===== config.mk =====
export PLATFORM = sky130hd
export DESIGN_NAME = dmem_arbiter
export DESIGN_NICKNAME = d
export VERILOG_FILES = /design/src/rtl/dmem_arb_pkg.sv /design/src/rtl/dmem_arbiter_sat_counter.sv /design/src/rtl/dmem_arbiter.sv
export SDC_FILE = /design/constraint.sdc
export NUM_CORES = 1
export LEC_CHECK = 0
export CAP_MARGIN = 20
export CORE_AREA = 8 8 110 112
export CTS_CLUSTER_SIZE = 30
export DETAILED_ROUTE_END_ITERATION = 10
export DIE_AREA = 0 0 118 120
export PLACE_DENSITY = 0.79
export SYNTH_ARGS = -nofsm -noshare
export SYNTH_HDL_FRONTEND = slang
export SYNTH_SLANG_ARGS = --single-unit

===== constraint.sdc =====
create_clock -name clk -period 3.85 [get_ports clk]
set_input_delay 1.155 -clock clk [delete_from_list [all_inputs] [get_ports clk]]
set_output_delay 1.155 -clock clk [all_outputs]
set_load 0.03 [all_outputs]

===== src/rtl/dmem_arb_pkg.sv =====
// Shared types and default limits for the data-memory arbiter.
package dmem_arb_pkg;

  localparam int unsigned DEF_STARVE_LIM = 4;
  localparam int unsigned DEF_LOCK_MAX   = 8;

  typedef enum logic [1:0] {
    ST_ARB   = 2'd0,
    ST_DLOCK = 2'd1,
    ST_DREL  = 2'd2
  } arb_state_e;

  typedef enum logic {
    OWNER_CORE   = 1'b0,
    OWNER_LOADER = 1'b1
  } owner_e;

endpackage


===== src/rtl/dmem_arbiter_sat_counter.sv =====
// Saturating counter with synchronous clear (clear wins over increment).
module sat_counter #(
  parameter int unsigned W     = 3,
  parameter int unsigned LIMIT = 4
) (
  input  logic clk,
  input  logic rst,
  input  logic clr,
  input  logic inc,
  output logic full
);

  logic [W-1:0] cnt_q;

  assign full = (cnt_q == W'(LIMIT));

  always_ff @(posedge clk or negedge rst) begin
    if (!rst) begin
      cnt_q <= '0;
    end else if (clr) begin
      cnt_q <= '0;
    end else if (inc && !full) begin
      cnt_q <= cnt_q + W'(1);
    end
  end

endmodule


===== src/rtl/dmem_arbiter.sv =====
// Shares the single-port data memory between the core load/store path and
// the loader/debug port, with starvation and burst-length limits.
module dmem_arbiter
  import dmem_arb_pkg::*;
#(
  parameter int unsigned ADDR_W     = 32,
  parameter int unsigned DATA_W     = 32,
  parameter int unsigned STARVE_LIM = DEF_STARVE_LIM,
  parameter int unsigned LOCK_MAX   = DEF_LOCK_MAX
) (
  input  logic              clk,
  input  logic              rst,
  input  logic              c_req,
  input  logic              c_we,
  input  logic [ADDR_W-1:0] c_addr,
  input  logic [DATA_W-1:0] c_wdata,
  output logic              c_gnt,
  output logic              c_stall,
  output logic [DATA_W-1:0] c_rdata,
  input  logic              d_req,
  input  logic              d_we,
  input  logic              d_lock,
  input  logic [ADDR_W-1:0] d_addr,
  input  logic [DATA_W-1:0] d_wdata,
  output logic              d_gnt,
  output logic [DATA_W-1:0] d_rdata,
  output logic [ADDR_W-1:0] m_addr,
  output logic [DATA_W-1:0] m_wdata,
  output logic              m_we,
  input  logic [DATA_W-1:0] m_rdata
);

  localparam int unsigned STARVE_W = $clog2(STARVE_LIM + 1);
  localparam int unsigned LOCK_W   = (LOCK_MAX > 1) ? $clog2(LOCK_MAX) : 1;

  arb_state_e state_q, state_d;
  owner_e     owner;
  logic       gnt_any;
  logic       starve_full;
  logic       lock_last;
  logic       lock_hold;

  // Grant selection from registered state; nothing is granted during reset.
  always_comb begin
    owner   = OWNER_CORE;
    gnt_any = 1'b0;
    case (state_q)
      ST_ARB: begin
        if (d_req && (!c_req || starve_full)) begin
          owner   = OWNER_LOADER;
          gnt_any = 1'b1;
        end else begin
          gnt_any = c_req;
        end
      end
      ST_DLOCK: begin
        owner   = OWNER_LOADER;
        gnt_any = d_req;
      end
      ST_DREL: gnt_any = c_req;
      default: gnt_any = 1'b0;
    endcase
    if (!rst) gnt_any = 1'b0;
  end

  assign c_gnt     = gnt_any && (owner == OWNER_CORE);
  assign d_gnt     = gnt_any && (owner == OWNER_LOADER);
  assign c_stall   = c_req && !c_gnt;
  assign lock_hold = d_gnt && d_lock;

  // A locked loader grant keeps ownership unless it was the last one allowed.
  always_comb begin
    state_d = ST_ARB;
    if (lock_hold) state_d = lock_last ? ST_DREL : ST_DLOCK;
  end

  always_ff @(posedge clk or negedge rst) begin
    if (!rst) state_q <= ST_ARB;
    else      state_q <= state_d;
  end

  // Consecutive contended core grants; full forces the loader in.
  sat_counter #(
    .W     (STARVE_W),
    .LIMIT (STARVE_LIM)
  ) u_starve_cnt (
    .clk  (clk),
    .rst  (rst),
    .clr  (d_gnt || !d_req || (state_q == ST_DREL)),
    .inc  (c_gnt && d_req),
    .full (starve_full)
  );

  // Locked loader grants already completed in this burst; full marks the
  // current locked grant as the LOCK_MAX-th, so the burst releases after it.
  sat_counter #(
    .W     (LOCK_W),
    .LIMIT (LOCK_MAX - 1)
  ) u_lock_cnt (
    .clk  (clk),
    .rst  (rst),
    .clr  (!lock_hold),
    .inc  (lock_hold),
    .full (lock_last)
  );

  assign m_addr  = d_gnt ? d_addr  : c_addr;
  assign m_wdata = d_gnt ? d_wdata : c_wdata;
  assign m_we    = (c_gnt && c_we) || (d_gnt && d_we);
  assign c_rdata = m_rdata;
  assign d_rdata = m_rdata;

endmodule


Yosys cells after proc, flatten, opt, wreduce, memory -nomap -nowiden
Cells that the tools add are included.
{ "totals": {"reg_bits": 8, "input_bits": 167, "word_cells": 45} }
{ "classes": {"muxes": 13, "n_eq_ne": 5, "reduce_logical": 21, "bitwise": 1, "add_sub_neg": 2} }
{ "ops": {"columns": ["operator", "count"], "rows": [
  ["2-to-1 mux 32 bit", 2],
  ["2-to-1 mux 3 bit", 4],
  ["logical AND 1 bit", 10],
  ["adder 3 x 1 -> 3 bit (second input constant)", 2],
  ["== test 3 bit (second input constant)", 2],
  ["logical NOT 1 bit", 5],
  ["logical OR 1 bit", 4],
  ["2-to-1 mux 2 bit", 2],
  ["2-to-1 mux 1 bit", 3],
  ["case mux 1 bit (3 select lines)", 1],
  ["== test 2 x 1 -> 1 bit (second input constant)", 1],
  ["== test 2 bit (second input constant)", 1],
  ["logical NOT 2 bit", 1],
  ["!= test 2 bit (second input constant)", 1],
  ["case mux 1 bit (2 select lines)", 1],
  ["nonzero test 2 bit", 1],
  ["inverter 1 bit", 1]
]} }

Depth between registers and ports, before layout
{ "depth": {"word_depth": 11, "mapped_depth": 9, "depth_no_buf": 7} }

Cells and area by module
Synthesis repeated with hierarchy kept, for this count alone.
{ "hier_totals": {"cells_unflattened": 185, "hier_area_um2": 2113.3} }
{ "modules_own_cells": {"columns": ["module", "n_inst", "seq_area_each_um2", "cells_each", "area_each_um2"], "rows": [
  ["dmem_arbiter", 1, 50.0, 152, 1731.7],
  ["sat_counter (u_starve_cnt)", 1, 75.1, 18, 197.7],
  ["sat_counter (u_lock_cnt)", 1, 75.1, 15, 183.9]
]} }

Least setup slack after synthesis
No wires, ideal clock.
{ "synth_path": {"path_kind": "input port to output port", "start": "input port c_req", "end": "output port m_addr[13]", "t_required_ns": 2.695, "setup_slack_ns": 0.348, "t_arrival_ns": 2.347, "stages": 6, "cell_sequence": "nor2b_2 -> a211oi_4 -> nand2_2 -> buf_6 -> buf_6 -> mux2_4"} }
{ "synth_between": {"elab_chain_cells": 8} }
{ "synth_lines": {"columns": ["element", "line", "rtl"], "rows": [
  ["start, declared", "dmem_arbiter.sv:13", "input logic c_req,"],
  ["logical NOT 1 bit", "dmem_arbiter.sv:49", "if (d_req && (!c_req || starve_full)) begin"],
  ["logical OR 1 bit", "dmem_arbiter.sv:49", null],
  ["logical AND 1 bit", "dmem_arbiter.sv:49", null],
  ["2-to-1 mux 1 bit", "dmem_arbiter.sv:49", null],
  ["case mux 1 bit (3 select lines)", "dmem_arbiter.sv:47", "case (state_q)"],
  ["2-to-1 mux 1 bit", "dmem_arbiter.sv:63", "if (!rst) gnt_any = 1'b0;"],
  ["logical AND 1 bit *", "dmem_arbiter.sv:67", "assign d_gnt = gnt_any && (owner == OWNER_LOADER);"],
  ["2-to-1 mux 32 bit *", "dmem_arbiter.sv:107", "assign m_addr = d_gnt ? d_addr : c_addr;"],
  ["end, declared", "dmem_arbiter.sv:27", "output logic [ADDR_W-1:0] m_addr,"]
]} }
Every way passes the cells marked *; elsewhere a longest branch is shown, timed or not.

Worst setup path in the final report
{ "layout_path": {"start": "input port c_req", "end": "output port m_wdata[10]"} }
{ "layout_between": {"elab_chain_cells": 8} }
{ "layout_lines": {"columns": ["element", "line", "rtl"], "rows": [
  ["logical NOT 1 bit", "dmem_arbiter.sv:49", null],
  ["logical OR 1 bit", "dmem_arbiter.sv:49", null],
  ["logical AND 1 bit", "dmem_arbiter.sv:49", null],
  ["2-to-1 mux 1 bit", "dmem_arbiter.sv:49", null],
  ["case mux 1 bit (3 select lines)", "dmem_arbiter.sv:47", null],
  ["2-to-1 mux 1 bit", "dmem_arbiter.sv:63", null],
  ["logical AND 1 bit *", "dmem_arbiter.sv:67", null],
  ["2-to-1 mux 32 bit *", "dmem_arbiter.sv:108", "assign m_wdata = d_gnt ? d_wdata : c_wdata;"],
  ["end, declared", "dmem_arbiter.sv:28", "output logic [DATA_W-1:0] m_wdata,"]
]} }
Marked as above.

==> results.sh <==
export IMPL_synth_area_um2=1940
export IMPL_cts_buffers=3
export IMPL_setup_tns_ns=0
export IMPL_num_nets_final=517
export IMPL_grtUsageTotal_pct=11.9
export IMPL_place_gp_congestion=0.733
export IMPL_hold_class="reg2reg"
export IMPL_irDropWorstVdd_v=0.000178
export IMPL_tightest_slew_ns=0.314
export IMPL_routedWlPerCell_um=19.0
export IMPL_areaGrowthSynthToFinish_pct=108
export IMPL_drtPass1Iterations=2
export IMPL_cts_tree="done"
export IMPL_crit_cells=9
export IMPL_critical_path_max_stage_delay_ns=0.31
export IMPL_clkLatencyLatePin_ns=0.22
export IMPL_critPathBufInv=5
export IMPL_fmax_ghz=0.263
export IMPL_fin_util_pct=38.4
export IMPL_finalPower_uw=707
export IMPL_io_buffer_count=202
export IMPL_drtIter0Drc=63
export IMPL_rrSetupSlack_ns=1.78
export IMPL_intPower_uw=461
export IMPL_cts_root_buffer="clkbuf_8"
export IMPL_worstSetupPathType="in2out"
export IMPL_period_share_pct=98.7
export IMPL_avgSynthCellArea_um2=10.5
export IMPL_p_per_area_nw_per_um2=175
export IMPL_r2r_cells=12
export IMPL_fillers=1004
export IMPL_viasPerCell=3.93
export IMPL_antenna_found_initial=0
export IMPL_setup_viol=0
export IMPL_cts_sinks=8
export IMPL_ioPinCount=299
export IMPL_fp_coreArea_um2=10500
export IMPL_slew_viol_final=0
export IMPL_htreeDepth=1
export IMPL_core_rowCount=38
export IMPL_ant_nets=0
export IMPL_clockBufferDepth=2
export IMPL_worstPathCellList="buf_6, nor2b_4, a211oi_4, nand2_4, buf_12, buf_12, buf_16, mux2_4, buf_6"
export IMPL_dp_cells=467
export IMPL_yosysSeqAreaShare_pct=10.3
export IMPL_start_util_pct=18.4
export IMPL_timing_rr_start="u_starve_cnt.cnt_q[0]"
export IMPL_p_leak_nw=1.96
export IMPL_cp_required_ns=2.69
export IMPL_grt_pass1_wl_mm=13.3
export IMPL_clock_skew_ns=0.000212
export IMPL_yosysWarnings=0
export IMPL_die_h_um=120
export IMPL_netSwitchingFraction_pct=34.8
export IMPL_crit_path_top_delay_cell="mux2_4"
export IMPL_syn_instance_count=185
export IMPL_clk_transition_reported_paths_ns=0.04
export IMPL_maxCapViolCount=0
export IMPL_net_switching_power_uw=246
export IMPL_drive_gt1_share_pct=45.9
export IMPL_vias=1902
export IMPL_path_delay_family="buffers and inverters"
export IMPL_die_w_um=118
export IMPL_yosys_register_bits=8
export IMPL_rr_endpoint="state_q[1]"
export IMPL_critPathLaunchType="primary input"
export IMPL_syn_num_nets=356
export IMPL_critPathMaxFanout=7
export IMPL_power_frac_seq_pct=12.4
export IMPL_finalNonFillerCells=484
export IMPL_post_route_min_period_ns=3.80
export IMPL_max_slew_margin_rel_pct=78.8
export IMPL_pwr_share_comb_pct=73.8
export IMPL_drc_errors=0
export IMPL_dieArea_um2=14200
export IMPL_dp_hpwl_mm=7.50
export IMPL_cp_endpoint="m_wdata[10]"
export IMPL_grt_ovfl_total=0
export IMPL_end_kind="primary output"
export IMPL_arrival_ns=2.65
export IMPL_rsz0062_at_grt="no"
export IMPL_finalHoldViolations=0
export IMPL_wl_mm=9.18
export IMPL_insertedDiodeCount=0
export IMPL_grt_pass1_vias=2101
export IMPL_grt_max_degree=11
export IMPL_status="finished clean"
export IMPL_ys_types=26
export IMPL_power_frac_clock_pct=13.8
export IMPL_startpoint="c_req"
==> worst min-delay path by stage <==
| stage | startpoint | endpoint | slack, ns | cells after the start |
|---|---|---|---|---|
| after floorplan | u_lock_cnt.cnt_q[1] | u_lock_cnt.cnt_q[1] | 0.49 | 2 |
| after detailed placement | u_lock_cnt.cnt_q[1] | u_lock_cnt.cnt_q[1] | 0.54 | 2 |
| after global routing | u_lock_cnt.cnt_q[0] | u_lock_cnt.cnt_q[0] | 0.57 | 2 |
| after CTS | u_lock_cnt.cnt_q[1] | u_lock_cnt.cnt_q[1] | 0.55 | 2 |
| after global placement | u_lock_cnt.cnt_q[1] | u_lock_cnt.cnt_q[1] | 0.51 | 2 |
| final | u_lock_cnt.cnt_q[1] | u_lock_cnt.cnt_q[1] | 0.54 | 2 |
==> metal layers <==
metal / share of wire, % / global-route usage (%) / up-vias
met5: 0 / 0 / -
met4: 0.45 / 0.881 / 0
met3: 11 / 6.29 / 5
met2: 48 / 19.7 / 141
met1: 41 / 13.8 / 865
li1: - / - / 891
==> synthesized netlist by cell type <==
library cell,n,share of area [%]
nor2_1,7,1.4
mux2i_1,3,1.6
buf_4,64,25
a41o_1,1,0.52
buf_6,6,3.5
a211oi_1,1,0.39
nand3_1,2,0.52
mux2_1,15,8.7
o21a_1,1,0.39
inv_2,1,0.19
nor2b_1,2,0.65
buf_2,1,0.26
a31oi_1,1,0.32
dfrtp_1,8,10
o32ai_1,1,0.45
nand2_2,1,0.32
mux2_4,49,38
inv_1,5,0.97
or3_1,1,0.32
ha_1,4,2.6
a211oi_4,1,1.0
xor2_1,1,0.45
nor2b_2,1,0.45
nand2_1,4,0.78
o21ai_0,3,0.78
and3_1,1,0.32
==> tightest hold or removal path: cells and delay by family, from the launching register on <==
kind / cells / cell delay [ns]
flip-flops: 1 / 0.35
multiplexers: 1 / 0.08
AND/OR/NAND/NOR: 1 / 0.07
==> power by group through the flow <==
stage / Clock (mW) / Sequential, mW / Combinational (mW)
after floorplan: 0 / 0.0881 / 0.344
after global placement: 0 / 0.0882 / 0.477
after detailed placement: 0 / 0.0884 / 0.482
after CTS: 0.101 / 0.0874 / 0.525
after global routing: 0.108 / 0.0874 / 0.544
final: 0.0978 / 0.0874 / 0.521
==> placed cells by master, fill, tap and decap left out, types with 2 or more instances in the layout <==
master	n
buf_16	5
dfrtp_1	8
nor2_1	6
clkbuf_8	3
buf_6	46
buf_2	21
nand2_1	4
ha_1	4
mux2_1	10
o21ai_0	3
mux2i_1	3
clkdlybuf4s50_1	131
buf_12	9
nand3_1	2
buf_4	12
inv_1	5
mux2_4	54
==> area by class of cell <==
cell class | count | area (µm²) | share of cell area [%]
timing repair buffer | 227 | 2400 | 59.5
clock buffer | 3 | 41.3 | 1.02
sequential | 8 | 200 | 4.97
multi-input combinational | 100 | 1190 | 29.6
tap | 140 | 175 | 4.35
inverter | 6 | 22.5 | 0.559
==> stage by stage <==
stage,worst slack [ns],instance area (µm²),hold WS [ns]
CTS,0.00264,4030,0.551
detailed placement,-0.655,3680,0.543
floorplan,0.348,1940,0.493
finish,0.0489,4030,0.537
global placement,-0.619,3680,0.510
global route,0.000318,4030,0.574
==> kinds of logic after synthesis <==
logic type / after synthesis / share of synthesized area, %
AO/OA/AOI/OAI: 9 / 3.88
XOR/XNOR: 1 / 0.453
adder cells (fa/ha/maj): 4 / 2.59
buffers and inverters: 77 / 29.7
flip-flops: 8 / 10.3
multiplexers: 67 / 48.3
AND/OR/NAND/NOR: 19 / 4.72
==> sequential cells by signal, indices dropped and copies added (netlist names) <==
name	flops
u_lock_cnt.cnt_q	3
state_q	2
u_starve_cnt.cnt_q	3
==> what timing repair did <==
| item | in CTS | in global routing |
|---|---|---|
| gates resized for setup | 361 | 4 |
| endpoints found under the setup margin | 65 | 27 |
| cloned | 6 | 0 |
| buffers inserted | 8 | 1 |
| hold buffers | 0 | 0 |
| pin swaps | 3 | 3 |
(Power assumes the default switching activity.)
